[config.mk]
export PLATFORM = sky130hd
export DESIGN_NAME = wb_write_arbiter
export DESIGN_NICKNAME = d
export VERILOG_FILES = /design/src/rtl/wb_pkg.sv /design/src/rtl/wb_fifo.sv /design/src/rtl/wb_write_arbiter.sv
export SDC_FILE = /design/constraint.sdc
export NUM_CORES = 1
export LEC_CHECK = 0
export BUFFER_PORTS_ARGS = -buffer_cell sky130_fd_sc_hd__buf_2
export CAP_MARGIN = 20
export CORE_MARGIN = 1.5
export CORE_UTILIZATION = 50
export CTS_CLUSTER_SIZE = 24
export DETAILED_ROUTE_END_ITERATION = 10
export PLACE_DENSITY = 0.72
export SLEW_MARGIN = 10
export SYNTH_ARGS = -nofsm -noshare
export SYNTH_HDL_FRONTEND = slang
export SYNTH_SLANG_ARGS = --single-unit
[constraint.sdc]
create_clock -name clk -period 4.2 [get_ports clk]
set_input_delay 0 -clock clk [delete_from_list [all_inputs] [get_ports clk]]
set_output_delay 0 -clock clk [all_outputs]
set_load 0.02 [all_outputs]
[src/rtl/wb_pkg.sv]
// Shared types and defaults for the writeback arbiter: default widths, the
// buffered write request record and the hard-wired zero register index.
package wb_pkg;
   localparam int WB_DATA_W = 32;
   localparam int WB_REG_W  = 5;

   localparam logic [WB_REG_W-1:0] R0 = '0;

   typedef struct packed {
      logic [WB_REG_W-1:0] idx;
      logic [WB_DATA_W-1:0] data;
   } wb_req_t;
endpackage

[src/rtl/wb_fifo.sv]
// Small first-word-fall-through FIFO holding MDU results until a writeback slot opens.
// Pointers carry an extra wrap bit so full and empty are never ambiguous.
module wb_fifo
   import wb_pkg::*;
#(
   parameter int  DEPTH   = 4,
   parameter type entry_t = wb_req_t
) (
   input  logic                       clk,
   input  logic                       rst,
   input  logic                       push_i,
   input  entry_t                     din_i,
   input  logic                       pop_i,
   output entry_t                     dout_o,
   output logic                       full_o,
   output logic                       empty_o,
   output logic [$clog2(DEPTH+1)-1:0] count_o
);
   localparam int PTR_W = $clog2(DEPTH);
   localparam int CNT_W = $clog2(DEPTH+1);

   logic [PTR_W:0] wr_q, wr_d;
   logic [PTR_W:0] rd_q, rd_d;
   entry_t         mem_q [DEPTH];
   logic           do_push;
   logic           do_pop;

   assign empty_o = (wr_q == rd_q);
   assign full_o  = (wr_q[PTR_W] != rd_q[PTR_W]) &&
                    (wr_q[PTR_W-1:0] == rd_q[PTR_W-1:0]);
   assign count_o = CNT_W'(wr_q - rd_q);
   assign dout_o  = mem_q[rd_q[PTR_W-1:0]];

   // A push is refused when full even if the same cycle pops.
   assign do_push = push_i && !full_o;
   assign do_pop  = pop_i && !empty_o;

   always_comb begin
      wr_d = wr_q;
      rd_d = rd_q;
      if (do_push) wr_d = wr_q + 1'b1;
      if (do_pop)  rd_d = rd_q + 1'b1;
   end

   always_ff @(posedge clk or posedge rst) begin
      if (rst) begin
         wr_q <= '0;
         rd_q <= '0;
      end else begin
         wr_q <= wr_d;
         rd_q <= rd_d;
      end
   end

   always_ff @(posedge clk) begin
      if (do_push) mem_q[wr_q[PTR_W-1:0]] <= din_i;
   end
endmodule

[src/rtl/wb_write_arbiter.sv]
// Merges the pipeline WB result and buffered MDU results onto the single register file
// write port. Optional combinational forwarding of the landing write: define WB_FWD_EN.
module wb_write_arbiter
   import wb_pkg::*;
#(
   parameter int DATA_W     = WB_DATA_W,
   parameter int REG_W      = WB_REG_W,
   parameter int DEPTH      = 4,
   parameter int STARVE_MAX = 8
) (
   input  logic                       clk,
   input  logic                       rst,
   input  logic                       pipe_valid,
   input  logic [REG_W-1:0]           pipe_reg,
   input  logic [DATA_W-1:0]          pipe_data,
   input  logic                       mdu_valid,
   output logic                       mdu_ready,
   input  logic [REG_W-1:0]           mdu_reg,
   input  logic [DATA_W-1:0]          mdu_data,
   output logic [REG_W-1:0]           writereg,
   output logic [DATA_W-1:0]          writedata,
   output logic                       RegWrite,
   output logic [$clog2(DEPTH+1)-1:0] fifo_count,
   output logic                       stall_req
`ifdef WB_FWD_EN
   ,
   input  logic [REG_W-1:0]           readreg1,
   input  logic [REG_W-1:0]           readreg2,
   output logic                       fwd1_hit,
   output logic                       fwd2_hit,
   output logic [DATA_W-1:0]          fwd1_data,
   output logic [DATA_W-1:0]          fwd2_data
`endif
);
   localparam int SW = $clog2(STARVE_MAX+1);
   localparam logic [REG_W-1:0] ZERO_IDX = REG_W'(R0);

   typedef struct packed {
      logic [REG_W-1:0]  idx;
      logic [DATA_W-1:0] data;
   } entry_t;

   entry_t            push_req;
   entry_t            head;
   logic              fifo_full;
   logic              fifo_empty;
   logic              pipe_win;
   logic              pop;

   logic              regwrite_q, regwrite_d;
   logic [REG_W-1:0]  writereg_q, writereg_d;
   logic [DATA_W-1:0] writedata_q, writedata_d;
   logic [SW-1:0]     starve_q, starve_d;

   assign push_req  = '{idx: mdu_reg, data: mdu_data};
   assign mdu_ready = !fifo_full && !rst;

   wb_fifo #(
      .DEPTH   (DEPTH),
      .entry_t (entry_t)
   ) u_fifo (
      .clk     (clk),
      .rst     (rst),
      .push_i  (mdu_valid && mdu_ready),
      .din_i   (push_req),
      .pop_i   (pop),
      .dout_o  (head),
      .full_o  (fifo_full),
      .empty_o (fifo_empty),
      .count_o (fifo_count)
   );

   // A pipe write to r0 is a free slot, so the FIFO may drain through it.
   assign pipe_win = pipe_valid && (pipe_reg != ZERO_IDX);
   assign pop      = !pipe_win && !fifo_empty;

   always_comb begin
      regwrite_d  = 1'b0;
      writereg_d  = writereg_q;
      writedata_d = writedata_q;
      starve_d    = starve_q;
      if (pipe_win) begin
         regwrite_d  = 1'b1;
         writereg_d  = pipe_reg;
         writedata_d = pipe_data;
      end else if (pop) begin
         regwrite_d  = (head.idx != ZERO_IDX);
         writereg_d  = head.idx;
         writedata_d = head.data;
      end
      if (fifo_empty || pop)
         starve_d = '0;
      else if (starve_q != SW'(STARVE_MAX))
         starve_d = starve_q + 1'b1;
   end

   always_ff @(posedge clk or posedge rst) begin
      if (rst) begin
         regwrite_q  <= 1'b0;
         writereg_q  <= '0;
         writedata_q <= '0;
         starve_q    <= '0;
      end else begin
         regwrite_q  <= regwrite_d;
         writereg_q  <= writereg_d;
         writedata_q <= writedata_d;
         starve_q    <= starve_d;
      end
   end

   assign RegWrite  = regwrite_q;
   assign writereg  = writereg_q;
   assign writedata = writedata_q;
   assign stall_req = (starve_q == SW'(STARVE_MAX));

`ifdef WB_FWD_EN
   assign fwd1_hit  = regwrite_q && (writereg_q == readreg1) && (readreg1 != ZERO_IDX);
   assign fwd2_hit  = regwrite_q && (writereg_q == readreg2) && (readreg2 != ZERO_IDX);
   assign fwd1_data = fwd1_hit ? writedata_q : '0;
   assign fwd2_data = fwd2_hit ? writedata_q : '0;
`endif
endmodule
### After elaboration in Yosys (flattened, before gate mapping)

Memory sizes are Yosys's and may differ from the RTL's.
Cells that the tools add are included.

* equality and inequality tests: 5
* reductions and logical operators: 16
* multiplexer cells: 10
* $add $sub $neg: 4

Operators by type and width (count)
* 32-bit two-way mux: 2
* 5-bit two-way mux: 2
* 5-bit nonzero test: 2
* 4-bit two-way mux: 2
* 1-bit logical AND: 7
* 3-bit by 1-bit adder with 3-bit output, second input constant: 2
* 4-bit by 1-bit adder with 4-bit output, second input constant: 1
* 4-bit == test, second input constant: 1
* 1-bit logical NOT: 4
* 1-bit two-way mux: 4
* 4-bit != test, second input constant: 1
* 2-bit nonzero test: 2
* 3-bit == test: 1
* 3-bit subtractor: 1
* 2-bit == test: 1
* 1-bit logical OR: 1
* 1-bit != test: 1

* RAM bits: 148
* bits in registers: 48
* word-level logic and storage cells: 42
* output and inout bits: 43
* bits of input ports: 78
* memories: 1

Memory list
* u_fifo.mem_q: words 4, bits a word 37, read ports 1, clocked after memory_dff 0, wr ports 1, line wb_fifo.sv:24 `entry_t mem_q [DEPTH];`

### Logic depth before layout (Yosys ltp)

Gate-level depths: netlist of run 1.

* depth in word-level cells: 8
* gate-level depth with buffers: 11
* mapped depth without buffers: 6

### Cells and area by module

A second synthesis of run 1 with hierarchy kept.

* cells, all modules: 394
* area, all modules: 7898.8 um2

By module, submodules not included
* wb_fifo: area each 5799.3 um2, sequential area each 4594.4 um2, cells each 239, instances 1
* wb_write_arbiter: area each 2099.5 um2, sequential area each 1051.0 um2, cells each 155, instances 1

### Worst setup path after synthesis of run 1

No wires, ideal clock.

* path kind: register to register
* from: reg u_fifo.rd_q[1]
* to: mem u_fifo.mem_q[3][0] in the netlist's numbering, enable pin
* required time: 3801 ps
* setup time: 399 ps
* clock period less this slack: 3127 ps
* arrival time: 2728 ps
* cell stages (with the launch flop): 7
* slack: 1073 ps
* buffers on the path: 2
* cell sequence: dfrtp_1 > buf_2 > buf_1 > inv_1 > ha_1 > a311oi_2 > and2_1

* cells in the longest elaborated chain, start to end: 8

Ends and longest elaborated chain
* from (decl): line wb_fifo.sv:23 `logic [PTR_W:0] rd_q, rd_d;`
* from (signal assigned): line wb_fifo.sv:51 `rd_q <= rd_d;`
* 2-bit == test (*): line wb_fifo.sv:30 `(wr_q[PTR_W-1:0] == rd_q[PTR_W-1:0]);`
* 1-bit logical AND (*): line wb_fifo.sv:29 `assign full_o = (wr_q[PTR_W] != rd_q[PTR_W]) &&`
* 1-bit logical NOT (*): line wb_fifo.sv:35, wb_write_arbiter.sv:56
* 1-bit logical AND: line wb_write_arbiter.sv:56 `assign mdu_ready = !fifo_full && !rst;`
* 1-bit logical AND: line wb_write_arbiter.sv:64 `.push_i (mdu_valid && mdu_ready),`
* 1-bit logical AND (*): line wb_fifo.sv:35 `assign do_push = push_i && !full_o;`
* 1-bit two-way mux (*): line wb_fifo.sv:56 `if (do_push) mem_q[wr_q[PTR_W-1:0]] <= din_i;`
* 1-bit two-way mux (not written as such) (*): line wb_fifo.sv:56
* to (decl): line wb_fifo.sv:24

Mark *: on every way between the ends. The rest lies on a longest branch, timed or not.

### Final worst setup path of run 1

* from: reg u_fifo.wr_q[0]
* to: reg writereg_q[1], in the netlist writereg[1]

* cells in the longest elaborated chain, start to end: 4

Ends and longest elaborated chain
* from (decl): line wb_fifo.sv:22 `logic [PTR_W:0] wr_q, wr_d;`
* from (signal assigned): line wb_fifo.sv:50 `wr_q <= wr_d;`
* 3-bit == test: line wb_fifo.sv:28 `assign empty_o = (wr_q == rd_q);`
* 1-bit logical NOT: line wb_write_arbiter.sv:75 `assign pop = !pipe_win && !fifo_empty;`
* 1-bit logical AND: line wb_write_arbiter.sv:75
* 2-bit nonzero test (no line)
* to (signal assigned): line wb_write_arbiter.sv:105 `writereg_q <= writereg_d;`
* to (decl): line wb_write_arbiter.sv:51 `logic [REG_W-1:0] writereg_q, writereg_d;`

No other way between the ends.
A chain may end at the register's enable or synchronous reset.

==> results of run 1 <==
==> critical path, cell delays in order, from the launching register on <==
cell and delay [ns]:
dfrtp_1 0.40, inv_1 0.15, ha_1 0.30, nand2_1 0.12, or2_2 0.59, mux2_2 0.42, a22o_1 0.19, dlygate4sd3_1 0.55
==> state kept, by name, indices dropped and copies added (netlist names) <==
register,flops
u_fifo.wr_q,3
writedata,32
RegWrite,1
starve_q,4
u_fifo.rd_q,3
u_fifo.mem_q,148
writereg,5
==> timing repair <==
item                                   CTS  global route
setup buffers                            0             0
hold buffers                            77             0
endpoints found under the hold margin  235             0
==> through the flow <==
step / std cells / cell area [um2] / total power [mW]
CTS: 824 / 9800 / 6.39
floorplan: 422 / 7710 / 4.29
detailed placement: 715 / 8480 / 4.84
global placement: 715 / 8480 / 4.78
global route: 825 / 9820 / 6.69
finish: 825 / 9820 / 6.34
==> final timing paths <==
| kind | end |
|---|---|
| max in group asynchronous | u_fifo.rd_q[1]$_DFFE_PP0P_ |
| worst min register to register | u_fifo.wr_q[2]$_DFFE_PP0P_ |
| min in group asynchronous | writedata[30]$_DFFE_PP0P_ |
| worst max register to register | writereg[1]$_DFFE_PP0P_ |
| worst max-delay path | writereg[1]$_DFFE_PP0P_ |
| worst min-delay path | RegWrite$_DFF_PP0_ |
==> layout by cell type, fill, tap and decap left out, drive strengths merged <==
master,n
ha,9
edfxtp,148
nand3,2
xor2,4
or4,2
dlygate4sd3,77
a22o,1
mux2i,35
a21oi,34
nor3,1
mux2,2
buf,127
nand2b,1
o21ai,3
inv,9
a311oi,1
nor2,42
and2,4
mux4,37
clkinv,7
xnor2,5
dfrtp,48
or2,1
clkinvlp,6
a31oi,3
nand2,8
fa,1
clkbuf,18
bufinv,1
==> area by class of cell <==
class                   instances  area, um2  share of cell area
multi-input cells             196       1920               0.196
flip-flops and latches        196       5650               0.575
clock buffers                  18        429              0.0437
inverters                       9       33.8             0.00344
clock inverters                14        115              0.0117
well taps                     188        235              0.0240
repair buffers                204       1440               0.146
==> power by group through the flow <==
stage	combinational [mW]	clock (mW)	sequential (mW)
global placement	2.14	0	2.65
detailed placement	2.17	0	2.67
finish	2.23	1.48	2.63
floorplan	1.44	0	2.86
global route	2.42	1.60	2.67
CTS	2.24	1.51	2.63
==> cell families after synthesis <==
| logic type | Yosys count |
|---|---|
| flip-flops | 196 |
| multiplexers | 74 |
| AND/OR/NAND/NOR | 61 |
| AO/OA/AOI/OAI | 42 |
| buffers and inverters | 30 |
| adder cells (fa/ha/maj) | 10 |
| XOR/XNOR | 9 |
==> metal layers <==
layer / vias up / part of all wire / routed length (um)
met5: - / 0 / 0
met4: 0 / 0.012 / 172
met3: 12 / 0.031 / 463
met2: 101 / 0.53 / 7880
met1: 2162 / 0.42 / 6250
li1: 2026 / - / -
==> impl_metrics.env, run 1 <==
export IMPL_p_sw_frac=0.326
export IMPL_firstDrtPassIters=5
export IMPL_fin_util=0.648
export IMPL_wirelength_mm=14.8
export IMPL_use_met3=0.0473
export IMPL_setup_viol=0
export IMPL_finalHoldViolations=0
export IMPL_areaGrowthSynthToFinish_pct=27.3
export IMPL_yosysTopAreaCell="edfxtp_1"
export IMPL_hold_depth=3
export IMPL_tns_ns=0
export IMPL_busiest_layer="met2"
export IMPL_synthSimpleGateAreaFrac=0.0331
export IMPL_rsz0062_at_grt="no"
export IMPL_clockBufferDepth=2
export IMPL_power_frac_clock=0.234
export IMPL_synthArstFlopShare=0.245
export IMPL_n_antenna_cell=0
export IMPL_fmax_mhz=352
export IMPL_die_y_um=127
export IMPL_drt_vias_per_instance=5.21
export IMPL_critical_path_max_fanout=23
export IMPL_fin_hold_ws_ns=0.155
export IMPL_arrival_ns=3.15
export IMPL_track_usage=0.197
export IMPL_grt_max_degree=49
export IMPL_critPathRequiredTime_ns=4.51
export IMPL_r2r_cells=7
export IMPL_vias=4301
export IMPL_internal_power_mw=4.27
export IMPL_synth_top_family_by_area="multiplexers"
export IMPL_hp_class="in2reg"
export IMPL_drv_cap=0
export IMPL_r2r_start="u_fifo.wr_q[0]$_DFFE_PP0P_"
export IMPL_drive_above_1_share=0.319
export IMPL_grtUsageMet1=0.244
export IMPL_startpoint="u_fifo.wr_q[0]$_DFFE_PP0P_"
export IMPL_status="completed"
export IMPL_synth_area_um2=7710
export IMPL_criticalPathCategory="reg2reg"
export IMPL_max_slew_margin=0.304
export IMPL_layout_nets=712
export IMPL_ant_nets=0
export IMPL_ys_top_cells_by_count="edfxtp_1 (148), dfrtp_1 (48), nor2_1 (42), mux4_2 (36), mux2i_1 (35)"
export IMPL_gp_congestion=0.712
export IMPL_yosysTopAreaCellShare=0.576
export IMPL_synth_cells=422
export IMPL_max_vdd_ir_drop_v=0.000475
export IMPL_antenna_found_initial=0
export IMPL_hold_start="pipe_valid"
export IMPL_p_seq_frac=0.415
export IMPL_power_frac_comb=0.351
export IMPL_p_leak_nw=3.85
export IMPL_core_area_um2=15100
export IMPL_dieArea_um2=16200
export IMPL_synth_seq_cells=196
export IMPL_synth_adder_area_share=0.0172
export IMPL_portBuffers=120
export IMPL_cts_tree="yes"
export IMPL_drt_iter0_drc=269
export IMPL_overflow=0
export IMPL_drc_errors=0
export IMPL_synth_warnings=0
export IMPL_min_period_ns=2.84
export IMPL_start_util=0.509
export IMPL_mappedNetlistNets=510
export IMPL_pre_cts_ws_ns=1.55
export IMPL_ys_top_cells_by_area="edfxtp_1 (58%), dfrtp_1 (16%), mux4_2 (11%)"
export IMPL_setup_worst_path_start_class="register"
export IMPL_finalMaxSlewViolations=0
export IMPL_synth_edff_count=148
export IMPL_layout_setup_ws_ns=1.36
export IMPL_fillers=1068
export IMPL_num_rows=45
export IMPL_period_share=0.677
export IMPL_dieWidth_um=127
export IMPL_clockRootBuffer="clkbuf_16"
export IMPL_ios=121
export IMPL_grtUsageMet2=0.345
export IMPL_ys_seq_area_frac=0.732
export IMPL_worst_pin_slew_ns=1.04
export IMPL_syn_avg_cell_area_um2=18.3
export IMPL_synthFlopType="edfxtp_1"
export IMPL_p_switching_mw=2.07
export IMPL_grt_pass1_vias=4673
export IMPL_htreeDepth=4
export IMPL_synthMuxAreaShare=0.157
export IMPL_synth_most_common_cell="edfxtp_1"
export IMPL_end_kind="register"
export IMPL_grt_pass1_wl_mm=23.7
export IMPL_cellPowerDensity_nw_per_um2=646
export IMPL_dpl_hpwl_mm=8.77
export IMPL_skew_ns=0.0178
export IMPL_synth_compound_area_share=0.0300
export IMPL_cts_buffers=17
export IMPL_regToRegSetupSlack_ns=1.36
export IMPL_wl_per_cell_um=17.9
export IMPL_synth_xor_area_share=0.0102
export IMPL_worstSkewPairLatency_ns=0.44
export IMPL_cts_resized=0
export IMPL_synth_cell_type_count=33
export IMPL_clk_pin_slew_ns=0.07
export IMPL_clkSinkCount=196
(Power assumes the default switching activity.)
==> run 2, diff against run 1 <==
Clock period 4.2 ns to 2.8 ns, I/O delays scaled along.
==> run 2 against run 1 <==
  * Total power is 54% higher
  * Sequential power up 50%
  * Global-route usage increased by 1.2 points
  * Largest power group unchanged
  * Highest routed layer unchanged
==> impl_metrics.env, run 2 (synthesized netlist as in run 1, its figures left out) <==
export IMPL_worstSkewPairLatency_ns=0.43
export IMPL_drv_cap=0
export IMPL_largest_reg_flops=148
export IMPL_wirelength_mm=15.6
export IMPL_fin_util=0.657
export IMPL_cellPowerDensity_nw_per_um2=983
export IMPL_clkSinkCount=196
export IMPL_setup_viol=0
export IMPL_arrival_ns=2.92
export IMPL_firstDrtPassIters=4
export IMPL_dieArea_um2=16200
export IMPL_clockBufferDepth=2
export IMPL_fin_area_um2=9960
export IMPL_finalMaxSlewViolations=0
export IMPL_fin_hold_ws_ns=0.0950
export IMPL_ant_nets=0
export IMPL_layout_common_cells="edfxtp_1 (148), buf_2 (120), dlygate4sd3_1 (77)"
export IMPL_placed_cell_area_um2=8570
export IMPL_pre_cts_ws_ns=0.568
export IMPL_end_kind="register"
export IMPL_fillers=1027
export IMPL_max_vdd_ir_drop_v=0.000529
export IMPL_cts_buffers=17
export IMPL_tns_ns=0
export IMPL_clockRootBuffer="clkbuf_16"
export IMPL_regToRegSetupSlack_ns=0.19
export IMPL_criticalPathCategory="reg2reg"
export IMPL_power_mw=9.78
export IMPL_grt_max_degree=78
export IMPL_dieWidth_um=127
export IMPL_critPathRequiredTime_ns=3.11
export IMPL_cts_resized=0
export IMPL_rsz0062_at_grt="no"
export IMPL_drive_above_1_share=0.323
export IMPL_num_rows=45
export IMPL_min_period_ns=2.61
export IMPL_track_usage=0.208
export IMPL_status="completed"
export IMPL_grt_pass1_wl_mm=24.8
export IMPL_hp_class="in2async"
export IMPL_gp_congestion=0.756
export IMPL_drt_vias_per_instance=5.28
export IMPL_die_y_um=127
export IMPL_wl_per_cell_um=18.7
export IMPL_setup_worst_path_start_class="register"
export IMPL_period_share=0.933
export IMPL_drt_iter0_drc=240
export IMPL_core_area_um2=15100
export IMPL_cts_tree="yes"
export IMPL_fin_cells=832
export IMPL_portBuffers=120
export IMPL_max_slew_margin=0.607
export IMPL_layout_setup_ws_ns=0.188
export IMPL_worst_pin_slew_ns=0.590
export IMPL_dp_cells=722
export IMPL_critical_path_max_fanout=15
export IMPL_p_leak_nw=3.94
export IMPL_antenna_found_initial=0
export IMPL_fmax_mhz=383
export IMPL_drc_errors=0
export IMPL_overflow=0
export IMPL_grt_pass1_vias=4774
export IMPL_layout_nets=719
export IMPL_finalHoldViolations=0
export IMPL_skew_ns=0.0101
export IMPL_n_antenna_cell=0
export IMPL_final_common_cell="edfxtp_1"
export IMPL_areaGrowthSynthToFinish_pct=29.1
export IMPL_htreeDepth=4
export IMPL_start_util=0.509
export IMPL_vias=4393
export IMPL_dpl_hpwl_mm=9.17
export IMPL_clk_pin_slew_ns=0.06
export IMPL_ios=121
-- run 2: cell count changes in the layout (fill, tap and decap cells not counted), sizes merged --
cell | before | now
buf | 127 | 134
bufinv | 1 | 3
clkbuf | 18 | 20
clkinv | 7 | 8
clkinvlp | 6 | 2
inv | 9 | 8
-- run 2: critical path, stage by stage, from the launching register on --
cell           delay, ns
dfrtp_1             0.38
inv_1               0.11
ha_1                0.35
nand2_1             0.08
or2_2               0.47
mux2_2              0.34
a22o_1              0.21
dlygate4sd3_1       0.56
-- run 2: what timing repair did --
item	in CTS	in global routing
hold endpoints to repair	235	0
hold buffers	77	0
endpoints found under the setup margin	0	0
buffers inserted	0	0
-- run 2: worst paths after layout --
check,start,endpoint,depth (start not counted)
worst max-delay path,u_fifo.wr_q[0]$_DFFE_PP0P_,writereg[1]$_DFFE_PP0P_,7
worst min-delay path,rst,writereg[1]$_DFFE_PP0P_,3
worst max register to register,u_fifo.wr_q[0]$_DFFE_PP0P_,writereg[1]$_DFFE_PP0P_,7
worst min register to register,u_fifo.wr_q[2]$_DFFE_PP0P_,u_fifo.wr_q[2]$_DFFE_PP0P_,1
max in group asynchronous,rst,u_fifo.rd_q[1]$_DFFE_PP0P_,4
min in group clk,pipe_valid,RegWrite$_DFF_PP0_,4
-- run 2: power by group --
group / internal [mW] / switching [mW] / leakage (nW)
sequential: 3.72 / 0.231 / 1.89
combinational: 1.53 / 1.90 / 1.76
clock: 1.43 / 0.981 / 0.286
total: 6.68 / 3.11 / 3.94
-- run 2: cell type report --
class                      count  area (um2)  share of cell area
clock buffer                  20         457              0.0459
inverter                       9        35.0             0.00352
multi-input combinational    196        1920               0.193
timing repair buffer         211        1530               0.153
clock inverter                12         135              0.0136
tap                          188         235              0.0236
sequential                   196        5650               0.567
-- run 2: per-layer routing --
layer,up-vias,track usage,part of all wire
li1,2041,-,-
met2,137,0.371,0.53
met5,-,0,0
met3,30,0.0461,0.046
met4,0,0.0822,0.024
met1,2185,0.248,0.40
